## src/rtl/mips_mc_pkg.sv

```systemverilog
`default_nettype none
// +----------------------------------------------------------------------------+
// | Module   : mips_mc_pkg                                                     |
// | Purpose  : Shared types and constants for the multicycle MIPS-I core:      |
// |            FSM state encoding, opcode/funct constants, ALU op decode.      |
// | Revision : 1.0 - initial release                                           |
// +----------------------------------------------------------------------------+
package mips_mc_pkg;

  typedef enum logic [3:0] {
    ST_FETCH  = 4'd0,
    ST_DECODE = 4'd1,
    ST_MEMADR = 4'd2,
    ST_MEMRD  = 4'd3,
    ST_MEMWB  = 4'd4,
    ST_MEMWR  = 4'd5,
    ST_EXEC   = 4'd6,
    ST_ALUWB  = 4'd7,
    ST_ADDIEX = 4'd8,
    ST_ADDIWB = 4'd9,
    ST_BRANCH = 4'd10,
    ST_JUMP   = 4'd11,
    ST_JALWB  = 4'd12,
    ST_HALT   = 4'd13
  } state_e;

  localparam logic [5:0] c_op_rtype = 6'h00;
  localparam logic [5:0] c_op_j     = 6'h02;
  localparam logic [5:0] c_op_jal   = 6'h03;
  localparam logic [5:0] c_op_beq   = 6'h04;
  localparam logic [5:0] c_op_addi  = 6'h08;
  localparam logic [5:0] c_op_lw    = 6'h23;
  localparam logic [5:0] c_op_sw    = 6'h2B;

  localparam logic [5:0] c_fn_sll = 6'h00;
  localparam logic [5:0] c_fn_jr  = 6'h08;
  localparam logic [5:0] c_fn_add = 6'h20;
  localparam logic [5:0] c_fn_sub = 6'h22;
  localparam logic [5:0] c_fn_and = 6'h24;
  localparam logic [5:0] c_fn_or  = 6'h25;
  localparam logic [5:0] c_fn_slt = 6'h2A;

  typedef enum logic [2:0] {
    ALU_ADD = 3'd0,
    ALU_SUB = 3'd1,
    ALU_AND = 3'd2,
    ALU_OR  = 3'd3,
    ALU_SLT = 3'd4,
    ALU_SLL = 3'd5
  } alu_op_e;

  typedef struct packed {
    logic    valid;
    alu_op_e op;
  } alu_dec_t;

  // Maps an R-type funct field onto an ALU operation; valid=0 for anything
  // the ALU does not implement (jr is handled separately by the FSM).
  function automatic alu_dec_t decode_funct(input logic [5:0] funct);
    alu_dec_t d;
    d.valid = 1'b1;
    d.op    = ALU_ADD;
    case (funct)
      c_fn_add: d.op = ALU_ADD;
      c_fn_sub: d.op = ALU_SUB;
      c_fn_and: d.op = ALU_AND;
      c_fn_or:  d.op = ALU_OR;
      c_fn_slt: d.op = ALU_SLT;
      c_fn_sll: d.op = ALU_SLL;
      default:  d.valid = 1'b0;
    endcase
    return d;
  endfunction

endpackage
`default_nettype wire

```

## src/rtl/mips_mc_regfile.sv

```systemverilog
`default_nettype none
// +----------------------------------------------------------------------------+
// | Module   : mips_mc_regfile                                                 |
// | Purpose  : 32 x DATA_WIDTH register file, two combinational read ports,    |
// |            one synchronous write port, register 0 hardwired to zero.       |
// | Ports    : clk, reset (async, active-high, clears all registers)           |
// |            rd_addr_a/rd_data_a, rd_addr_b/rd_data_b : read ports           |
// |            wr_en/wr_addr/wr_data                    : write port           |
// | Revision : 1.0 - initial release                                           |
// +----------------------------------------------------------------------------+
module mips_mc_regfile
  import mips_mc_pkg::*;
#(
  parameter int DATA_WIDTH = 32
) (
  input  logic                  clk,
  input  logic                  reset,
  input  logic [4:0]            rd_addr_a,
  output logic [DATA_WIDTH-1:0] rd_data_a,
  input  logic [4:0]            rd_addr_b,
  output logic [DATA_WIDTH-1:0] rd_data_b,
  input  logic                  wr_en,
  input  logic [4:0]            wr_addr,
  input  logic [DATA_WIDTH-1:0] wr_data
);

  logic [DATA_WIDTH-1:0] r_regs [32];

  always_ff @(posedge clk or posedge reset) begin
    if (reset) begin
      for (int i = 0; i < 32; i++) r_regs[i] <= '0;
    end else if (wr_en && (wr_addr != 5'd0)) begin
      r_regs[wr_addr] <= wr_data;
    end
  end

  assign rd_data_a = (rd_addr_a == 5'd0) ? '0 : r_regs[rd_addr_a];
  assign rd_data_b = (rd_addr_b == 5'd0) ? '0 : r_regs[rd_addr_b];

endmodule
`default_nettype wire

```

## src/rtl/mips_mc_core.sv

```systemverilog
`default_nettype none
// +----------------------------------------------------------------------------+
// | Module   : mips_mc_core                                                    |
// | Purpose  : Multicycle MIPS-I subset core (lw, sw, add, sub, and, or, slt,  |
// |            sll, addi, beq, j) with a unified req/ready memory port and an  |
// |            illegal-instruction trap into a sticky HALT state.              |
// | Options  : MIPS_MC_JUMP_LINK_EN - adds jal and jr; otherwise both halt.    |
// | Ports    : clk, reset (async, active-high)                                 |
// |            mem_req/mem_we/mem_addr/mem_wdata : access request (word addr)  |
// |            mem_rdata/mem_ready               : access completion           |
// |            halted, pc_dbg, state_dbg         : debug/status                |
// | Revision : 1.0 - initial release                                           |
// +----------------------------------------------------------------------------+
module mips_mc_core
  import mips_mc_pkg::*;
#(
  parameter int                    DATA_WIDTH = 32,
  parameter int                    ADDR_WIDTH = 8,
  parameter logic [DATA_WIDTH-1:0] RESET_PC   = '0
) (
  input  logic                  clk,
  input  logic                  reset,
  output logic                  mem_req,
  output logic                  mem_we,
  output logic [ADDR_WIDTH-1:0] mem_addr,
  output logic [DATA_WIDTH-1:0] mem_wdata,
  input  logic [DATA_WIDTH-1:0] mem_rdata,
  input  logic                  mem_ready,
  output logic                  halted,
  output logic [DATA_WIDTH-1:0] pc_dbg,
  output logic [3:0]            state_dbg
);

  // Low 28 bits of a jump target come from the instruction; the rest from PC.
  localparam logic [DATA_WIDTH-1:0] c_jmask = DATA_WIDTH'(28'hFFF_FFFF);

  state_e                r_state, w_next_state;
  logic [DATA_WIDTH-1:0] r_pc, r_a, r_b, r_aluout, r_mdr;
  logic [31:0]           r_ir;  // instructions are always 32 bits wide

  logic [5:0]            w_opcode, w_funct;
  logic [4:0]            w_rs, w_rt, w_rd, w_shamt;
  logic [DATA_WIDTH-1:0] w_simm, w_alu_y, w_jump_tgt, w_rd_a, w_rd_b;
  alu_dec_t              w_alu_dec;
  logic                  w_rf_we;
  logic [4:0]            w_rf_waddr;
  logic [DATA_WIDTH-1:0] w_rf_wdata;

  assign w_opcode  = r_ir[31:26];
  assign w_rs      = r_ir[25:21];
  assign w_rt      = r_ir[20:16];
  assign w_rd      = r_ir[15:11];
  assign w_shamt   = r_ir[10:6];
  assign w_funct   = r_ir[5:0];
  assign w_simm    = DATA_WIDTH'($signed(r_ir[15:0]));
  assign w_alu_dec = decode_funct(w_funct);
  assign w_jump_tgt = (r_pc & ~c_jmask) | (DATA_WIDTH'({r_ir[25:0], 2'b00}) & c_jmask);

  mips_mc_regfile #(.DATA_WIDTH(DATA_WIDTH)) u_regfile (
    .clk       (clk),
    .reset     (reset),
    .rd_addr_a (w_rs),
    .rd_data_a (w_rd_a),
    .rd_addr_b (w_rt),
    .rd_data_b (w_rd_b),
    .wr_en     (w_rf_we),
    .wr_addr   (w_rf_waddr),
    .wr_data   (w_rf_wdata)
  );

  always_comb begin
    w_alu_y = '0;
    case (w_alu_dec.op)
      ALU_ADD: w_alu_y = r_a + r_b;
      ALU_SUB: w_alu_y = r_a - r_b;
      ALU_AND: w_alu_y = r_a & r_b;
      ALU_OR:  w_alu_y = r_a | r_b;
      ALU_SLT: w_alu_y = {{(DATA_WIDTH-1){1'b0}}, ($signed(r_a) < $signed(r_b))};
      ALU_SLL: w_alu_y = r_b << w_shamt;
      default: w_alu_y = '0;
    endcase
  end

  always_ff @(posedge clk or posedge reset) begin
    if (reset) r_state <= ST_FETCH;
    else       r_state <= w_next_state;
  end

  always_comb begin
    w_next_state = r_state;
    mem_req      = 1'b0;
    mem_we       = 1'b0;
    mem_addr     = '0;
    mem_wdata    = '0;
    w_rf_we      = 1'b0;
    w_rf_waddr   = '0;
    w_rf_wdata   = '0;
    case (r_state)
      ST_FETCH: begin
        mem_req  = 1'b1;
        mem_addr = r_pc[ADDR_WIDTH+1:2];
        if (mem_ready) w_next_state = ST_DECODE;
      end
      ST_DECODE: begin
        case (w_opcode)
          c_op_lw, c_op_sw: w_next_state = ST_MEMADR;
          c_op_rtype:       w_next_state = ST_EXEC;
          c_op_addi:        w_next_state = ST_ADDIEX;
          c_op_beq:         w_next_state = ST_BRANCH;
          c_op_j:           w_next_state = ST_JUMP;
`ifdef MIPS_MC_JUMP_LINK_EN
          c_op_jal:         w_next_state = ST_JALWB;
`endif
          default:          w_next_state = ST_HALT;
        endcase
      end
      ST_MEMADR: w_next_state = (w_opcode == c_op_lw) ? ST_MEMRD : ST_MEMWR;
      ST_MEMRD: begin
        mem_req  = 1'b1;
        mem_addr = r_aluout[ADDR_WIDTH+1:2];
        if (mem_ready) w_next_state = ST_MEMWB;
      end
      ST_MEMWB: begin
        w_rf_we      = 1'b1;
        w_rf_waddr   = w_rt;
        w_rf_wdata   = r_mdr;
        w_next_state = ST_FETCH;
      end
      ST_MEMWR: begin
        mem_req   = 1'b1;
        mem_we    = 1'b1;
        mem_addr  = r_aluout[ADDR_WIDTH+1:2];
        mem_wdata = r_b;
        if (mem_ready) w_next_state = ST_FETCH;
      end
      ST_EXEC: begin
`ifdef MIPS_MC_JUMP_LINK_EN
        if (w_funct == c_fn_jr)  w_next_state = ST_FETCH;
        else
`endif
        if (w_alu_dec.valid)     w_next_state = ST_ALUWB;
        else                     w_next_state = ST_HALT;
      end
      ST_ALUWB: begin
        w_rf_we      = 1'b1;
        w_rf_waddr   = w_rd;
        w_rf_wdata   = r_aluout;
        w_next_state = ST_FETCH;
      end
      ST_ADDIEX: w_next_state = ST_ADDIWB;
      ST_ADDIWB: begin
        w_rf_we      = 1'b1;
        w_rf_waddr   = w_rt;
        w_rf_wdata   = r_aluout;
        w_next_state = ST_FETCH;
      end
      ST_BRANCH, ST_JUMP: w_next_state = ST_FETCH;
      ST_JALWB: begin
        // PC already holds the return address (incremented during fetch).
        w_rf_we      = 1'b1;
        w_rf_waddr   = 5'd31;
        w_rf_wdata   = r_pc;
        w_next_state = ST_FETCH;
      end
      ST_HALT: w_next_state = ST_HALT;
      default: w_next_state = ST_HALT;
    endcase
    // The state register resets to FETCH, so the request must be masked by
    // reset itself to drop the moment reset is asserted.
    if (reset) begin
      mem_req   = 1'b0;
      mem_we    = 1'b0;
      mem_addr  = '0;
      mem_wdata = '0;
      w_rf_we   = 1'b0;
    end
  end

  always_ff @(posedge clk or posedge reset) begin
    if (reset) begin
      r_pc     <= RESET_PC;
      r_ir     <= '0;
      r_a      <= '0;
      r_b      <= '0;
      r_aluout <= '0;
      r_mdr    <= '0;
    end else begin
      case (r_state)
        ST_FETCH: begin
          if (mem_ready) begin
            r_ir <= 32'(mem_rdata);
            r_pc <= r_pc + DATA_WIDTH'(4);
          end
        end
        ST_DECODE: begin
          r_a      <= w_rd_a;
          r_b      <= w_rd_b;
          r_aluout <= r_pc + (w_simm << 2);
        end
        ST_MEMADR, ST_ADDIEX: r_aluout <= r_a + w_simm;
        ST_MEMRD: if (mem_ready) r_mdr <= mem_rdata;
        ST_EXEC: begin
          r_aluout <= w_alu_y;
`ifdef MIPS_MC_JUMP_LINK_EN
          if (w_funct == c_fn_jr) r_pc <= r_a;
`endif
        end
        ST_BRANCH: if (r_a == r_b) r_pc <= r_aluout;
        ST_JUMP, ST_JALWB: r_pc <= w_jump_tgt;
        default: ;
      endcase
    end
  end

  assign halted    = (r_state == ST_HALT);
  assign pc_dbg    = r_pc;
  assign state_dbg = r_state;

endmodule
`default_nettype wire

```

## config.mk

```make
export PLATFORM = sky130hd
export DESIGN_NAME = mips_mc_core
export DESIGN_NICKNAME = d
export VERILOG_FILES = /design/src/rtl/mips_mc_pkg.sv /design/src/rtl/mips_mc_regfile.sv /design/src/rtl/mips_mc_core.sv
export SDC_FILE = /design/constraint.sdc
export NUM_CORES = 2
export LEC_CHECK = 0
export CORE_MARGIN = 2
export CORE_UTILIZATION = 60
export CTS_BUF_LIST = sky130_fd_sc_hd__clkbuf_16
export DETAILED_ROUTE_END_ITERATION = 8
export GPL_TIMING_DRIVEN = 0
export PLACE_DENSITY = 0.73
export REMOVE_ABC_BUFFERS = 1
export SETUP_SLACK_MARGIN = 0.3
export SLEW_MARGIN = 0
export SYNTH_ARGS = -nofsm -noshare
export SYNTH_HDL_FRONTEND = slang
export SYNTH_SLANG_ARGS = --single-unit
```

## constraint.sdc

```tcl
create_clock -name clk -period 86 [get_ports clk]
set_input_delay 8.6 -clock clk [delete_from_list [all_inputs] [get_ports clk]]
set_output_delay 8.6 -clock clk [all_outputs]
set_load 0.01 [all_outputs]
```

## Yosys cells after proc, flatten, opt, wreduce, memory -nomap -nowiden

Index checks and enable logic that the tools add are counted.

| storage, ports and cells | value |
|---|---|
| output and inout bits | 79 |
| memory bits (writable) | 0 |
| latch bits | 0 |
| input bits | 35 |
| bits in read-only memories | 0 |
| word-level logic and storage cells | 151 |
| bits in registers | 1220 |
| memories | 0 |

| operators by class | value |
|---|---|
| add/subtract/negate cells | 5 |
| mux-type cells | 37 |
| bitwise gates (word level) | 6 |
| order comparisons | 5 |
| eq/ne operators | 33 |
| shift-type cells | 1 |
| reductions and logical operators | 25 |
| multipliers | 0 |
| div/mod/pow operators | 0 |

Operators with widths:

| operator | number |
|---|---|
| 1024-bit bitwise mux | 1 |
| 32-bit 2-to-1 mux | 11 |
| 32-bit binary-select mux with 5-bit select | 2 |
| 32-bit one-hot mux with 3 select lines | 3 |
| 32-bit one-hot mux with 6 select lines | 1 |
| 32-bit demux with 5-bit select | 1 |
| 32-bit adder | 3 |
| 6-bit == test, second input constant | 7 |
| 32-bit by 3-bit adder with 32-bit output, second input constant | 1 |
| 32-bit AND | 1 |
| 32-bit == test | 1 |
| 32-bit less-than comparator | 1 |
| 32-bit by 28-bit OR with 32-bit output | 1 |
| 32-bit OR | 1 |
| 4-bit one-hot mux with 8 select lines | 1 |
| 32-bit by 5-bit << shifter with 32-bit output | 1 |
| 32-bit subtractor | 1 |
| 4-bit == test, second input constant | 6 |
| 4-bit one-hot mux with 5 select lines | 1 |
| 6-bit >= comparator, second input constant | 3 |
| 5-bit NOT with 6-bit output | 3 |
| 4-bit by 3-bit == test with 1-bit output, second input constant | 4 |
| 4-bit 2-to-1 mux | 4 |
| 8-bit one-hot mux with 2 select lines | 1 |
| 28 further kinds | 52 |

## Depth between registers and ports, before layout

| depth | value |
|---|---|
| word-level depth | 9 |
| mapped depth | 15 |
| depth with buffers taken out | 14 |

## Hierarchy

Synthesis repeated with hierarchy kept, for this count alone.

| second synthesis, totals | value |
|---|---|
| cells, all modules | 6190 |
| area, all modules | 73725.7 um^2 |

Modules (own cells, without submodules):

| module | cells an instance | seq. area each (um^2) | area each (um^2) | times used |
|---|---|---|---|---|
| mips_mc_regfile | 3797 | 25624.6 | 54656.2 | 1 |
| mips_mc_core | 2393 | 4904.7 | 19069.5 | 1 |

## Least setup slack after synthesis

Ideal clock, no wire load.

| timing | value |
|---|---|
| path type | input port to flip-flop |
| start point | input reset |
| end point | register u_regfile.r_regs[832] (netlist name) |
| arrival | 36547 ps |
| stages | 8 |
| path slack | 49316 ps |
| required time | 85863 ps |
| path through | clkbuf_1 > inv_1 > and2_1 > buf_2 > nand2_1 > nor2_1 > clkbuf_1 > a21oi_1 |

| between the ends | value |
|---|---|
| word-level cells in the longest chain between the ends | 2 |

RTL lines:

| element | RTL line | RTL |
|---|---|---|
| start, declared | mips_mc_core.sv:22 | `input logic reset,` |
| 1-bit 2-to-1 mux | mips_mc_core.sv:170 | `if (reset) begin` |
| 1-bit logical AND | mips_mc_regfile.sv:32 | `end else if (wr_en && (wr_addr != 5'd0)) begin` |
| end signal, assigned by index | mips_mc_regfile.sv:33 | `r_regs[wr_addr] <= wr_data;` |
| end, declared | mips_mc_regfile.sv:27 | `logic [DATA_WIDTH-1:0] r_regs [32];` |

No other way between the ends.
A chain may end at the register's enable or synchronous reset.

## Worst setup path after layout

| timing | value |
|---|---|
| start point | input reset |
| end point | output mem_wdata[14] |

| between the ends | value |
|---|---|
| word-level cells in the longest chain between the ends | 1 |

RTL lines:

| element | RTL line | RTL |
|---|---|---|
| 32-bit 2-to-1 mux | mips_mc_core.sv:170 |  |
| end, declared | mips_mc_core.sv:26 | `output logic [DATA_WIDTH-1:0] mem_wdata,` |

No other way between the ends.

==> out/metrics.cfg <==
[die]
core_mm2=0.118
die_area_mm2=0.121
start_util_pct=60.3
rows=126
die_w_um=348
chipHeight_um=348
ios=114

[global_route]
grt_antenna_before_repair=3
first_global_vias=57037
grt_max_degree=131
grt.overflow.total=0
grt_pass1_wl_um=361000
grt_util_all_layers_pct=40.2

[power]
p_seq_share_pct=31.8
ir_worst_vdd_mv=0.0296
p_leak_nw=33.2
switching_share_pct=42.5
pwr-share-clk_pct=20.6
pwr-share-comb_pct=47.5
power.switching_w=0.00114
power_w=0.00268
power.density_mw_per_mm2=33.9
internal_power_w=0.00154

[drt]
finalWirelength_um=241000
drtIter0Drc=7431
first_pass_iters=8
vias=57309
viasPerCell=7.08
ant_nets=0
wl_per_cell_um=29.7
drc=0

[synth]
synth-adder-area-share_pct=3.02
avgSynthCellArea_um2=10.6
ys.flop_type=dfrtp_1
yosysTopAreaCell=dfrtp_1
synth_xor_area_share_pct=0.766
synthMuxAreaShare_pct=23.4
synth_compound_area_share_pct=15.2
synth_top_family_by_area=multiplexers
synth_seq_cells=1220
yosysTopAreaCellShare_pct=43.1
synthArstFlopShare_pct=100
yosys_warnings=0
netlist_area_mm2=0.0709
synth_area_leaders=dfrtp_1, mux4_2, o21ai_0, nand2_1, a21oi_1
synth_most_common_cell=dfrtp_1
synth.cells.most_frequent=dfrtp_1, nand2_1, o21ai_0
synth-edff-count=0
syn_inst=6703
ys_seq_area_share_pct=43.1
ys_types=89
synth-simple-area-share_pct=10.2

[cts]
root_buffer=clkbuf_16
clkSlewWorstSetupHoldPaths_ns=0.06
cts.path.max_buffers=3
clock_sinks=1220
clock_latency_ns=0.77
cts_tree=built
cts_buffers=134
ctsHoldBuffers=0
post_cts_buffers=0
cts_resized=0
h-tree-depth=4

[worst_setup_path]
max_stage_delay_ns=1.06
worstSetupStartpointType=input port
crit_fanout=29
worst_path_max_delay_cell=nor4_1
worstSetupPathType=in2out
r2r_slack_ns=81.18
cp.required_ns=77.40
reg2reg_from=state_dbg[3]
startpoint=reset
crit_chain=buf_2, buf_12, nor4_1, clkdlybuf4s50_1
worst_setup_path_end_kind=primary output
worst-endpoint-arrival_ns=10.96

[worst_hold_path]
min_from=u_regfile.r_regs[993]
min_path_type=reg2reg

[finish]
drive_gt1_share_pct=18.0
fin_nets=6658
stdcell_count=8095
synthToLayoutAreaGrowth_pct=11.4

[placed_design]
port-buffer-count=113
place_inst=7852
gp_congestion=0.973
pre_cts_slack_ns=66.69
hpwl_um=162000

[sta]
max_freq_mhz=51.1
fin_hold_ws_ns=0.394
fin_crit_sh_pct=22.7
hold_violations=0
relSlewSlack_pct=6.23
fin_crit_ns=19.56
setup_tns_ns=0
slew_violations=0
tightest_slew_ns=1.40
setup_violations=0
finClkSkew_ns=0.0304
rsz0062_at_grt=no
setup_ws_ns=66.44

[run_status]
status=finished, final reports clean

[flow_run]
max_cap_violations=0

per-stage QoR:
| stage | area [um^2] | utilization (%) |
|---|---|---|
| 2_1_floorplan | 68300 | - |
| 3_3_place_gp | 71400 | 60.7 |
| 3_5_place_dp | 74900 | 63.7 |
| 4_1_cts | 79000 | 67.1 |
| 5_1_grt | 79000 | 67.2 |
| 6_report | 79000 | 67.2 |
placed cells by master (no fill, tap or decap), types with 32 or more instances in the layout:
cell type,count
dfrtp_1,1207
o21ai_0,888
nand2_1,884
mux4_2,630
nor2_1,524
a21oi_1,477
ha_1,165
inv_1,160
clkbuf_16,137
mux2i_1,117
clkdlybuf4s50_1,112
mux2_2,110
o22ai_1,91
buf_16,52
nor4_1,46
xnor2_1,44
buf_12,42
buf_8,42
a21o_1,41
clkinv_1,41
nor3_1,39
nor2b_1,38
nand3_1,38
a221oi_1,32
sequential cells by signal, indices dropped and copies added (netlist names):
signal	flops
r_b	32
u_regfile.r_regs	1024
r_aluout	32
state_dbg	4
r_a	32
r_mdr	32
pc_dbg	32
r_ir	32
critical path, delay by kind of cell:
family / cells / cell delay, ns
buf+inv: 3 / 1.25
simple gates: 1 / 1.06
final timing paths:
| path | depth (start not counted) | endpoint |
|---|---|---|
| min reg2reg | 0 | u_regfile.r_regs[993] |
| max | 4 | mem_wdata[14] |
| min in group asynchronous | 3 | u_regfile.r_regs[457] |
| max in group asynchronous | 7 | u_regfile.r_regs[309] |
| min | 0 | u_regfile.r_regs[993] |
| max reg2reg | 11 | u_regfile.r_regs[487] |
cell families (layout without fill, tap and decap cells):
family,count (synthesis),after routing
XOR/XNOR,62,62
other,0,1
AND/OR/NAND/NOR,1737,1737
buffers and inverters,777,632
AO/OA/AOI/OAI,1881,1881
adder cells (fa/ha/maj),169,169
flip-flops,1220,1220
multiplexers,857,857
power groups by stage:
stage / sequential (W) / combinational, W / clock [W]
after floorplan: 0.000887 / 0.000823 / 0
after global placement: 0.00101 / 0.00113 / 0
after detailed placement: 0.000852 / 0.00124 / 0
after CTS: 0.000844 / 0.00125 / 0.000554
after global routing: 0.000861 / 0.00135 / 0.000579
final: 0.000851 / 0.00127 / 0.000552
cell type report:
type                            count  area [um^2]
Fill cell                        8730        38600
Multi-Input combinational cell   4706        37800
Timing Repair Buffer              260         4130
Tap cell                         1536         1920
Sequential cell                  1220        30600
Clock inverter                    103          666
Clock buffer                      137         3430
Inverter                          132          503
Antenna cell                        1         2.50
per-layer routing:
layer,vias up,wire [um],global-route usage [%]
met5,-,13,0
met4,2,13700,20.6
met3,762,27600,10.1
met2,3617,108000,59.6
met1,28796,91400,55.6
li1,24132,-,-
No activity file was read; power rests on OpenSTA's default activity.
